### config.mk
export PLATFORM = sky130hd
export DESIGN_NAME = bcd_updown_counter_n
export DESIGN_NICKNAME = d
export VERILOG_FILES = /design/src/rtl/bcd_updown_counter_n.sv
export SDC_FILE = /design/constraint.sdc
export NUM_CORES = 1
export LEC_CHECK = 0
export BUFFER_PORTS_ARGS = -buffer_cell sky130_fd_sc_hd__buf_2
export CORE_ASPECT_RATIO = 0.75
export CORE_MARGIN = 8
export CORE_UTILIZATION = 50
export CTS_BUF_LIST = sky130_fd_sc_hd__clkbuf_8
export DETAILED_ROUTE_END_ITERATION = 10
export PLACE_DENSITY = 0.77
export SLEW_MARGIN = 20
export SYNTH_ARGS = -nofsm -noshare
export SYNTH_HDL_FRONTEND = slang
export SYNTH_SLANG_ARGS = --single-unit
### constraint.sdc
create_clock -name clk -period 2 [get_ports clk]
set_input_delay 0.2 -clock clk [delete_from_list [all_inputs] [get_ports clk]]
set_output_delay 0.2 -clock clk [all_outputs]
set_load 0.02 [all_outputs]
### src/rtl/bcd_updown_counter_n.sv
// bcd_updown_counter_n: N-digit BCD up/down counter with clear, load, enable and chainable terminal count
module bcd_updown_counter_n #(
    parameter int DIGITS   = 4,
    parameter bit LOAD_CHK = 1'b1
) (
    input  logic                  clk,
    input  logic                  reset,
    input  logic                  en,
    input  logic                  up,
    input  logic                  clear,
    input  logic                  load,
    input  logic [4*DIGITS-1:0]   d,
    output logic [4*DIGITS-1:0]   q,
    output logic                  tc,
    output logic                  wrap,
    output logic                  load_err
);
    localparam logic [4*DIGITS-1:0] NINES = {DIGITS{4'h9}};
    logic [4*DIGITS-1:0] q_q, q_d, cnt_v, ld_v;
    logic                wrap_q, wrap_d, err_q, err_d, cy, ld_bad;
    logic [3:0]          nib;
    // ripple the carry/borrow digit by digit; out-of-range nibbles take the wrap value
    always_comb begin
        cnt_v  = q_q;
        ld_v   = d;
        ld_bad = 1'b0;
        cy     = 1'b1;
        nib    = 4'h0;
        for (int k = 0; k < DIGITS; k++) begin
            nib = q_q[4*k +: 4];
            if (cy) cnt_v[4*k +: 4] = up ? (nib >= 4'd9 ? 4'd0 : nib + 4'd1) : ((nib == 4'd0 || nib > 4'd9) ? 4'd9 : nib - 4'd1);
            cy = cy & (up ? nib >= 4'd9 : nib == 4'd0);
            if (LOAD_CHK && d[4*k +: 4] > 4'd9) begin
                ld_v[4*k +: 4] = 4'd0;
                ld_bad         = 1'b1;
            end
        end
    end
    // clear beats load beats enabled count; both pulses fall unless re-triggered
    always_comb begin
        q_d    = clear ? '0 : load ? ld_v : en ? cnt_v : q_q;
        wrap_d = !clear && !load && en && cy;
        err_d  = !clear && load && ld_bad;
    end
    // state registers, cleared asynchronously while reset is low
    always_ff @(posedge clk or negedge reset) begin
        if (!reset) begin
            q_q    <= '0;
            wrap_q <= 1'b0;
            err_q  <= 1'b0;
        end else begin
            q_q    <= q_d;
            wrap_q <= wrap_d;
            err_q  <= err_d;
        end
    end
    assign q        = q_q;
    assign wrap     = wrap_q;
    assign load_err = err_q;
    assign tc       = en & (up ? q_q == NINES : q_q == '0);
endmodule

-- Word level (Yosys, flattened, before mapping)
Index checks and enable logic that the tools add are counted.
- add/sub/neg operators: 8
- bitwise logic cells: 4
- reduce and logical (&&, ||, !) cells: 23
- mux-type cells: 31
- $lt $le $gt $ge: 12
- eq/ne operators: 1
- operators with widths (kind ; number):
    $mux 4 ; 19
    $mux 16 ; 3
    $gt 4x4->1 const B ; 8
    $add 4x1->4 const B ; 4
    $eq 16x16->1 const B ; 1
    $ge 4x4->1 const B ; 4
    $logic_not 16->1 ; 1
    $logic_not 4->1 ; 4
    $sub 4x1->4 const B ; 4
    $reduce_bool 3->1 ; 4
    $mux 1 ; 9
    $reduce_and 2->1 ; 3
    $logic_and 1x1->1 ; 5
    $and 1x1->1 ; 4
    $logic_or 1x1->1 ; 4
    $logic_not 1->1 ; 2
- logic and storage cells: 85
- bits in registers: 18
- input bits: 22

-- Longest topological paths before layout
Gate-level depths: netlist of the first run.
- depth after elaboration: 8
- depth in mapped cells: 7

-- Least setup slack after synthesis of the first run
Ideal clock, no wire load.
- kind: reg2reg
- start point: register q_q[0] (netlist: q[0])
- end point: register q_q[15] (netlist: q[15])
- stages on the path, launching flop included: 8
- path slack: -170 ps
- period minus slack after synthesis: 2170 ps
- arrival: 2049 ps
- data required time: 1879 ps
- cell sequence: dfrtp_1 -> inv_1 -> ha_1 -> or3b_4 -> a32o_2 -> a31oi_4 -> o21ai_2 -> a22o_1
- cells in the longest elaborated chain, start to end: 6
- elaborated cells on any way between the ends: 7
- classes of those cells: 1 x order compare; 1 x mux; 2 x bitwise; 3 x reduce/logical
- ends and longest elaborated chain (item ; line ; text):
    start: declaration ; 19 ; logic [4*DIGITS-1:0] q_q, q_d, cnt_v, ld_v;
    start signal: assignment ; 52 ; q_q <= q_d;
    $ge 4x4->1 or $logic_not 4->1 (tied branches) ; 32 ; cy = cy & (up ? nib >= 4'd9 : nib == 4'd0);
    $mux 1 (*) ; 32 ;
    $and 1x1->1 (*) (2 in a row) ; 32 ;
    $reduce_bool 3->1 (no source line) (*) ; -- ;
    $reduce_and 2->1 (no source line) (*) ; -- ;
Mark *: on every way between the ends. The rest lies on a longest branch, timed or not.
A chain may end at the register's enable or synchronous reset.

-- Final worst setup path of the first run
Ends and elaborated chain as after synthesis.

==> results.toml, run 1 <==
[global_routing]
antenna_found_initial = 0
grt.total_usage_pct = 20.67
grt_pass1_vias = 2184
grt_start_max_net_pins = 24
overflow = 0
grt_pass1_wl_um = 10340

[routing]
routedWlPerCell_um = 18.08
vias = 2315
drt_first_pass_iters = 5
drc = 0
viasPerCell = 6.257
drt-total-wl_um = 6688
final_antenna_net_count = 0
drtIter0Drc = 152

[sta]
period_minus_slack_ns = 2.140
fin_worst_skew_ns = 0.009829
tightest_slew_ns = 0.4997
drv_slew = 0
hold_viol_final = 0
setup_tns_ns = -0.7206
rsz0062_at_grt = "true"
setup_viol = 9
layout_setup_ws_ns = -0.1400
clock.fmax_mhz = 467.3
relSlewSlack_pct = 66.33
period_share_pct = 107.0

[synth]
synth_top_area_cell = "dfrtp_1"
synth_nets = 288
synth-edff-count = 0
netlist_area_sq_mm = 0.001948
netlist_top_cells_count = "nand2_1 (21), a21oi_1 (18), dfrtp_1 (18), inv_1 (18), nor2_1 (15)"
synth.distinct_cells = 56
yosysWarnings = 0
async_flop_share_pct = 100.0
yosys.cell_count.top_type = "nand2_1"
yosys_register_bits = 18
synthTopCellsByArea = "dfrtp_1 (23%), ha_1 (9.0%), a21oi_1 (4.6%)"
syn-mean-instance-area_sq_um = 7.731
synth_ff_type = "dfrtp_1"
synth_top_area_share_pct = 23.12
synth_cells = 252
ys_seq_area_share_pct = 23.12

[die]
die_h_um = 70.06
fp.coreArea_sq_mm = 0.003709
start_util_pct = 52.53
ios = 41
num_rows = 19
fp.dieW_um = 88.08
dieArea_sq_mm = 0.006170

[place]
post-place-cells = 358
placed_area_sq_mm = 0.002395
pre_cts_ws_ns = -0.01237
gp_congestion = 0.9234
io_buffers = 40
place_hpwl_um = 4588

[power]
power.density_mw_per_mm2 = 557.9
p_leak_nw = 1.162
ir_drop_v = 0.0005068

[hold_path]
hold_class = "in2reg"
worstHoldStart = "d[4]"

[worst_setup_path]
path_class = "reg2reg"
crit_start = "q[0]$_DFFE_PN0P_"
crit_chain = "ha_4 > buf_6 > or3b_4 > a32o_2 > a31oi_4 > o21ai_2 > a22o_1"
crit_required_ns = 2.14
slowest_stage = "dfrtp_2"
cp_data_arrival_time_ns = 2.28
slowest_delay_ns = 0.44
crit_path_start_kind = "flip-flop"
critPathBufInv = 1
cp-end-kind = "flip-flop"
crit_fanout = 6
cpLargestDelayFamily = "compound AO/OA/AOI/OAI gates"
r2r_start = "q[0]$_DFFE_PN0P_"

[final_layout]
final_nets = 355
antenna_cells = 0
final_cells = 370
drive_gt1_share_pct = 39.94
utilization_pct = 72.37
stdcell_area_sq_mm = 0.002684
syn_to_final_growth_pct = 37.76

[clock_network]
clockBufferDepth = 2
cts_tree = "built"
cts_made_buffers = 3
cts.reportedPaths.clkPinSlew_ns = 0.08
cts-root-buf = "clkbuf_8"
htreeDepth = 1
clock_latency_ns = 0.26
cts.sinks = 18

[flow_run]
maxCapViolations = 0

[status]
violations = "negative setup slack"
outcome = "complete, but fails checks"
through the flow:
| step | power, W | hold WS, ns |
|---|---|---|
| after floorplan | 0.0008762 | -0.09559 |
| final | 0.001497 | 0.1815 |
| after global routing | 0.001591 | 0.1899 |
| after CTS | 0.001418 | 0.1748 |
| after global placement | 0.001109 | 0.1702 |
| after detailed placement | 0.001122 | 0.1695 |
placed cells by master, fill, tap and decap left out, types with 6 or more instances in the layout:
cell type and count:
buf_2 39, buf_4 31, nand2_1 18, a21oi_1 18, nor2_1 15, inv_1 13, dfrtp_1 12, nand3_1 11
o21ai_0 10, nand2b_1 9, a31oi_1 9, ha_1 8, nor3_1 6, buf_6 6, dfrtp_2 6
metal layers:
metal / wire (um) / vias to the layer above / global-route usage (%)
li1: - / 1082 / -
met1: 2913 / 1107 / 28.03
met2: 3081 / 114 / 31.17
met3: 597 / 12 / 5.140
met4: 96 / 0 / 5.981
met5: 0 / - / 0
worst paths after layout:
kind / slack, ns / cells after the start / endpoint
setup / recovery: -0.14 / 7 / q[15]$_DFFE_PN0P_
hold / removal: 0.18 / 3 / q[4]$_DFFE_PN0P_
setup reg to reg: -0.14 / 7 / q[15]$_DFFE_PN0P_
hold reg to reg: 0.65 / 3 / q[13]$_DFFE_PN0P_
max in group asynchronous: 1.22 / 2 / q[1]$_DFFE_PN0P_
min in group asynchronous: 0.42 / 2 / q[10]$_DFFE_PN0P_
final cells by class:
| type | instances | area (sq um) |
|---|---|---|
| inverter | 18 | 70.07 |
| timing repair buffer | 77 | 505.5 |
| sequential | 18 | 457.9 |
| clock inverter | 1 | 3.754 |
| tap | 52 | 65.06 |
| clock buffer | 3 | 41.29 |
| multi-input combinational | 201 | 1540 |
| fill | 303 | 1025 |
state kept, by name, indices dropped and copies added, names as in the netlist:
register  count
load_err      1
q            16
wrap          1
tightest hold or removal path, stage by stage:
cell,delay (ns)
buf_2,0.08
nand3_1,0.06
o21ai_1,0.07
logic make-up (layout without fill, tap and decap cells):
group | count (synthesis) | in the layout | synth area share (%)
AOI/OAI and AO/OA | 92 | 92 | 34.55
xor gates and xnor gates | 3 | 3 | 1.349
adders and majority gates | 14 | 14 | 8.992
buffers and inverters | 33 | 99 | 6.550
DFF | 18 | 18 | 23.12
and+or+nand+nor | 92 | 92 | 25.43
what timing repair did:
action | 4_1_cts | 5_1_grt
setup endpoints to repair | 3 | 14
pin swaps | 6 | 15
hold buffers | 1 | 0
setup buffers | 2 | 5
gates resized for setup | 12 | 32
endpoints found under the hold margin | 18 | 0
report_power, final:
group          switching [W]  internal (W)  total (W)
sequential         0.0000543      0.000397   0.000451
clock               0.000129      0.000137   0.000265
combinational       0.000428      0.000353   0.000781
No activity file was read; power rests on OpenSTA's default activity.
==> run 2, diff against run 1 <==
- GPL_TIMING_DRIVEN: unset -> 0
- REMOVE_ABC_BUFFERS: unset -> 1
==> run 2 against run 1 <==
The run still ends with negative setup slack left. Sequential cell count unchanged. Highest routed layer unchanged. First-iteration DRC count up 120%. Setup slack better by 0.073 ns. Critical path depth stayed put. Clock skew decreased by 0.0066 ns.
==> results.toml, run 2 (synthesis gave the netlist of run 1 again) <==
[status]
outcome = "complete, but fails checks"
violations = "negative setup slack"

[clock_network]
htreeDepth = 1
cts.sinks = 18
cts-root-buf = "clkbuf_8"
cts.reportedPaths.clkPinSlew_ns = 0.07
cts_tree = "built"
clockBufferDepth = 2
cts_made_buffers = 3
clock_latency_ns = 0.26

[routing]
drtIter0Drc = 337
vias = 2293
drt-total-wl_um = 6623
viasPerCell = 6.459
drt_first_pass_iters = 6
routedWlPerCell_um = 18.66
drc = 0
final_antenna_net_count = 0

[die]
fp.dieW_um = 88.08
dieArea_sq_mm = 0.006170
num_rows = 19
fp.coreArea_sq_mm = 0.003709
start_util_pct = 52.53
die_h_um = 70.06
ios = 41

[sta]
period_share_pct = 103.3
tightest_slew_ns = 0.6244
relSlewSlack_pct = 58.37
setup_viol = 5
period_minus_slack_ns = 2.067
setup_tns_ns = -0.1541
drv_slew = 0
layout_setup_ws_ns = -0.06669
clock.fmax_mhz = 483.9
hold_viol_final = 0
rsz0062_at_grt = "true"
fin_worst_skew_ns = 0.003262

[worst_setup_path]
crit_chain = "inv_2 > ha_1 > or3b_4 > nor3_2 > a31oi_1 > nor2_1 > buf_4"
crit_required_ns = 1.80
cp_data_arrival_time_ns = 1.87
cp-end-kind = "output port"
critPathBufInv = 2
slowest_stage = "dfrtp_2"
crit_fanout = 4
slowest_delay_ns = 0.43
crit_path_start_kind = "flip-flop"
path_class = "reg2out"
cpLargestDelayFamily = "simple AND/OR/NAND/NOR gates"

[final_layout]
antenna_cells = 0
largest_register_ffs = 16
final_nets = 340
stdcell_area_sq_mm = 0.002564
drive_gt1_share_pct = 35.97
syn_to_final_growth_pct = 31.60
layout_common_cells = "buf_2 (39), nand2_1 (21), buf_4 (21), a21oi_1 (17), nor2_1 (15)"
utilization_pct = 69.13
multiInputGateArea_sq_mm = 0.001536
seqCellArea_sq_um = 460.4
final_common_cell = "buf_2"
nFillCells = 324

[place]
io_buffers = 40
gp_congestion = 0.9069
pre_cts_ws_ns = -0.3206
placed_area_sq_mm = 0.002153
place_hpwl_um = 4111

[power]
power.density_mw_per_mm2 = 592.0
p_leak_nw = 1.077
p_seq_share_pct = 31.2
power_switching_w = 0.0006209
combPwrFrac_pct = 48.1
internal_power_w = 0.0008969
ir_drop_v = 0.0004460
power.switching_fraction_pct = 40.91
pwr-share-clk_pct = 20.8

[global_routing]
grt.total_usage_pct = 19.86
grt_start_max_net_pins = 35
grt_pass1_wl_um = 10120
overflow = 0
antenna_found_initial = 0
grt_pass1_vias = 2130

[hold_path]
hold_class = "in2reg"

[flow_run]
maxCapViolations = 0
[run 2: timing repair]
item,4_1_cts,5_1_grt
endpoints found under the hold margin,18,0
hold buffers,1,0
setup endpoints to repair,14,15
pin swaps,6,10
setup buffers,14,7
gates resized for setup,28,22
[run 2: metrics by stage]
stage                     total power (W)  instances  hold WS [ns]
final                            0.001518        355        0.1927
after global routing             0.001591        355        0.2149
after CTS                        0.001414        348        0.1945
after floorplan                 0.0008413        237      -0.09559
after global placement           0.001008        329        0.1709
after detailed placement         0.001022        329        0.1746
[run 2: power groups by stage]
stage               sequential [W]  clock (W)  combinational [W]
floorplan                 0.000499          0           0.000342
global placement          0.000476          0           0.000532
detailed placement        0.000478          0           0.000544
CTS                       0.000467   0.000316           0.000630
global route              0.000478   0.000331           0.000781
finish                    0.000473   0.000315           0.000730
[run 2: cell type report]
class | instances | area share (%)
clock buffer | 4 | 2.147
inverter | 18 | 2.831
multi-input combinational | 201 | 59.93
sequential | 18 | 17.96
tap | 52 | 2.538
timing repair buffer | 62 | 14.59
[run 2: layer usage]
layer	vias to the layer above	GRT usage, %	share of wire, %
met5	-	0	0
li1	1051	-	-
met3	20	4.206	9.5
met4	0	4.486	1.8
met1	1077	27.16	43
met2	145	30.75	46
[run 2: worst register-to-register path, stage by stage (launching register included)]
cell	delay [ns]
dfrtp_2	0.47
inv_4	0.09
ha_4	0.14
nor3b_2	0.33
a32o_2	0.36
a21oi_4	0.12
a31o_2	0.23
a32o_1	0.19
[run 2: worst paths after layout]
kind | from | end | slack, ns | cells past startpoint
min in group asynchronous | reset | wrap$_DFF_PN0_ | 0.42 | 2
hold reg to reg | q[13]$_DFFE_PN0P_ | q[13]$_DFFE_PN0P_ | 0.58 | 2
setup / recovery | q[4]$_DFFE_PN0P_ | tc | -0.07 | 7
hold / removal | d[4] | q[4]$_DFFE_PN0P_ | 0.19 | 3
setup reg to reg | q[0]$_DFFE_PN0P_ | q[10]$_DFFE_PN0P_ | -0.04 | 7
max in group asynchronous | reset | q[4]$_DFFE_PN0P_ | 1.22 | 2
==> run 3, diff against run 2 <==
- GPL_TIMING_DRIVEN: 0 -> unset
==> run 3 against run 2 <==
The run still ends with negative setup slack left. Largest power group unchanged. Via count up 2.4%. Fmax up 1.3%. Die area unchanged.
==> results.toml, run 3 (synthesis gave the netlist of run 1 again) <==
[status]
outcome = "complete, but fails checks"
violations = "negative setup slack"

[sta]
relSlewSlack_pct = 65.66
setup_tns_ns = -0.1752
layout_setup_ws_ns = -0.04014
drv_slew = 0
clock.fmax_mhz = 490.2
period_share_pct = 102.0
rsz0062_at_grt = "true"
period_minus_slack_ns = 2.040
fin_hold_ws_ns = 0.1956
hold_viol_final = 0
setup_viol = 9
tightest_slew_ns = 0.5097
fin_worst_skew_ns = 0.004119

[power]
total_power_w = 0.001523
p_seq_share_pct = 29.1
pwr-share-clk_pct = 17.5
combPwrFrac_pct = 53.4
p_leak_nw = 1.196
power_switching_w = 0.0006194
internal_power_w = 0.0009031
power.switching_fraction_pct = 40.68
ir_drop_v = 0.0005494
power.density_mw_per_mm2 = 561.0

[final_layout]
antenna_cells = 0
final_common_cell = "buf_2"
layout_common_cells = "buf_2 (39), buf_4 (37), a21oi_1 (17), dfrtp_1 (17), nand2_1 (16)"
drive_gt1_share_pct = 39.01
syn_to_final_growth_pct = 39.31
final_nets = 361
largest_register_ffs = 16

[clock_network]
cts_made_buffers = 3
htreeDepth = 1
clock_latency_ns = 0.26
cts.reportedPaths.clkPinSlew_ns = 0.07
cts-root-buf = "clkbuf_8"
cts.sinks = 18
cts_tree = "built"
clockBufferDepth = 2

[die]
dieArea_sq_mm = 0.006170
num_rows = 19
die_h_um = 70.06
start_util_pct = 52.53
fp.dieW_um = 88.08
ios = 41
fp.coreArea_sq_mm = 0.003709

[routing]
final_antenna_net_count = 0
drt_first_pass_iters = 5
vias = 2348
routedWlPerCell_um = 17.82
drtIter0Drc = 234
drt-total-wl_um = 6683
viasPerCell = 6.261
drc = 0

[global_routing]
grt.total_usage_pct = 20.59
grt_pass1_vias = 2157
grt_start_max_net_pins = 24
grt_pass1_wl_um = 10360
overflow = 0
antenna_found_initial = 0

[worst_setup_path]
crit_fanout = 6
cp_data_arrival_time_ns = 2.21
crit_path_start_kind = "flip-flop"
path_class = "reg2reg"
cp-end-kind = "flip-flop"
crit_required_ns = 2.17

[hold_path]
hold_class = "in2reg"

[flow_run]
maxCapViolations = 0

[place]
pre_cts_ws_ns = -0.06149
place_hpwl_um = 4696
gp_congestion = 0.9465
io_buffers = 40
-- run 3: cell types whose count changed in the layout (fill, tap and decap cells not counted), moves of 3 or more --
| cell | before | now |
|---|---|---|
| nor3b_1 | 3 | 6 |
| buf_6 | 1 | 5 |
| dfrtp_2 | 8 | 1 |
| o21ai_2 | 1 | 4 |
| nand2_1 | 21 | 16 |
| dfrtp_1 | 10 | 17 |
| buf_4 | 21 | 37 |
| nand2_2 | 0 | 5 |
-- run 3: repair_timing --
item,in CTS,in global routing
endpoints found under the hold margin,18,0
hold buffers,1,0
setup buffers,5,3
setup endpoints to repair,5,15
gates resized for setup,19,28
pin swaps,7,9
-- run 3: layer usage --
| layer | part of all wire (%) | wire length, um | global-route usage (%) | vias up |
|---|---|---|---|---|
| met1 | 42 | 2805 | 28.08 | 1084 |
| met5 | 0 | 0 | 0 | - |
| met3 | 9.9 | 660 | 4.439 | 15 |
| met2 | 47 | 3146 | 32.50 | 150 |
| li1 | - | - | - | 1099 |
| met4 | 1.0 | 70 | 3.364 | 0 |
-- run 3: power groups by stage --
stage | combinational, W | sequential (W) | clock [W]
6_report | 0.000813 | 0.000443 | 0.000267
3_5_place_dp | 0.000690 | 0.000442 | 0
5_1_grt | 0.000876 | 0.000449 | 0.000281
4_1_cts | 0.000738 | 0.000438 | 0.000270
2_1_floorplan | 0.000342 | 0.000499 | 0
3_3_place_gp | 0.000679 | 0.000440 | 0
-- run 3: path summary, 6_finish.rpt --
path	from	endpoint	slack (ns)	cells after the start
min in group asynchronous	reset	wrap$_DFF_PN0_	0.43	2
worst max register to register	q[0]$_DFFE_PN0P_	q[8]$_DFFE_PN0P_	-0.04	9
max in group asynchronous	reset	q[0]$_DFFE_PN0P_	1.24	2
worst min-delay path	d[4]	q[4]$_DFFE_PN0P_	0.20	3
worst min register to register	q[9]$_DFFE_PN0P_	q[9]$_DFFE_PN0P_	0.62	3
worst max-delay path	q[0]$_DFFE_PN0P_	q[8]$_DFFE_PN0P_	-0.04	9
-- run 3: layout make-up --
class / instances / area, sq um
Multi-Input combinational cell: 201 / 1529
Fill cell: 304 / 994.7
Timing Repair Buffer: 83 / 559.3
Sequential cell: 18 / 451.7
Inverter: 18 / 67.56
Tap cell: 52 / 65.06
Clock buffer: 3 / 41.29
-- run 3: worst max-delay path: stages (launching register included) --
cell and delay (ns):
dfrtp_2 0.45, inv_2 0.10, ha_4 0.14, or3b_4 0.39, a32o_2 0.31, buf_6 0.14, a21oi_4 0.17, buf_12 0.14
nand2_2 0.05, o31ai_2 0.06
-- run 3: stage by stage --
step / util [%] / area (sq um) / std cells
global route: 73.18 / 2714 / 375
CTS: 69.77 / 2587 / 372
detailed placement: 65.28 / 2421 / 363
global placement: 65.28 / 2421 / 363
finish: 73.18 / 2714 / 375
floorplan: - / 1888 / 237
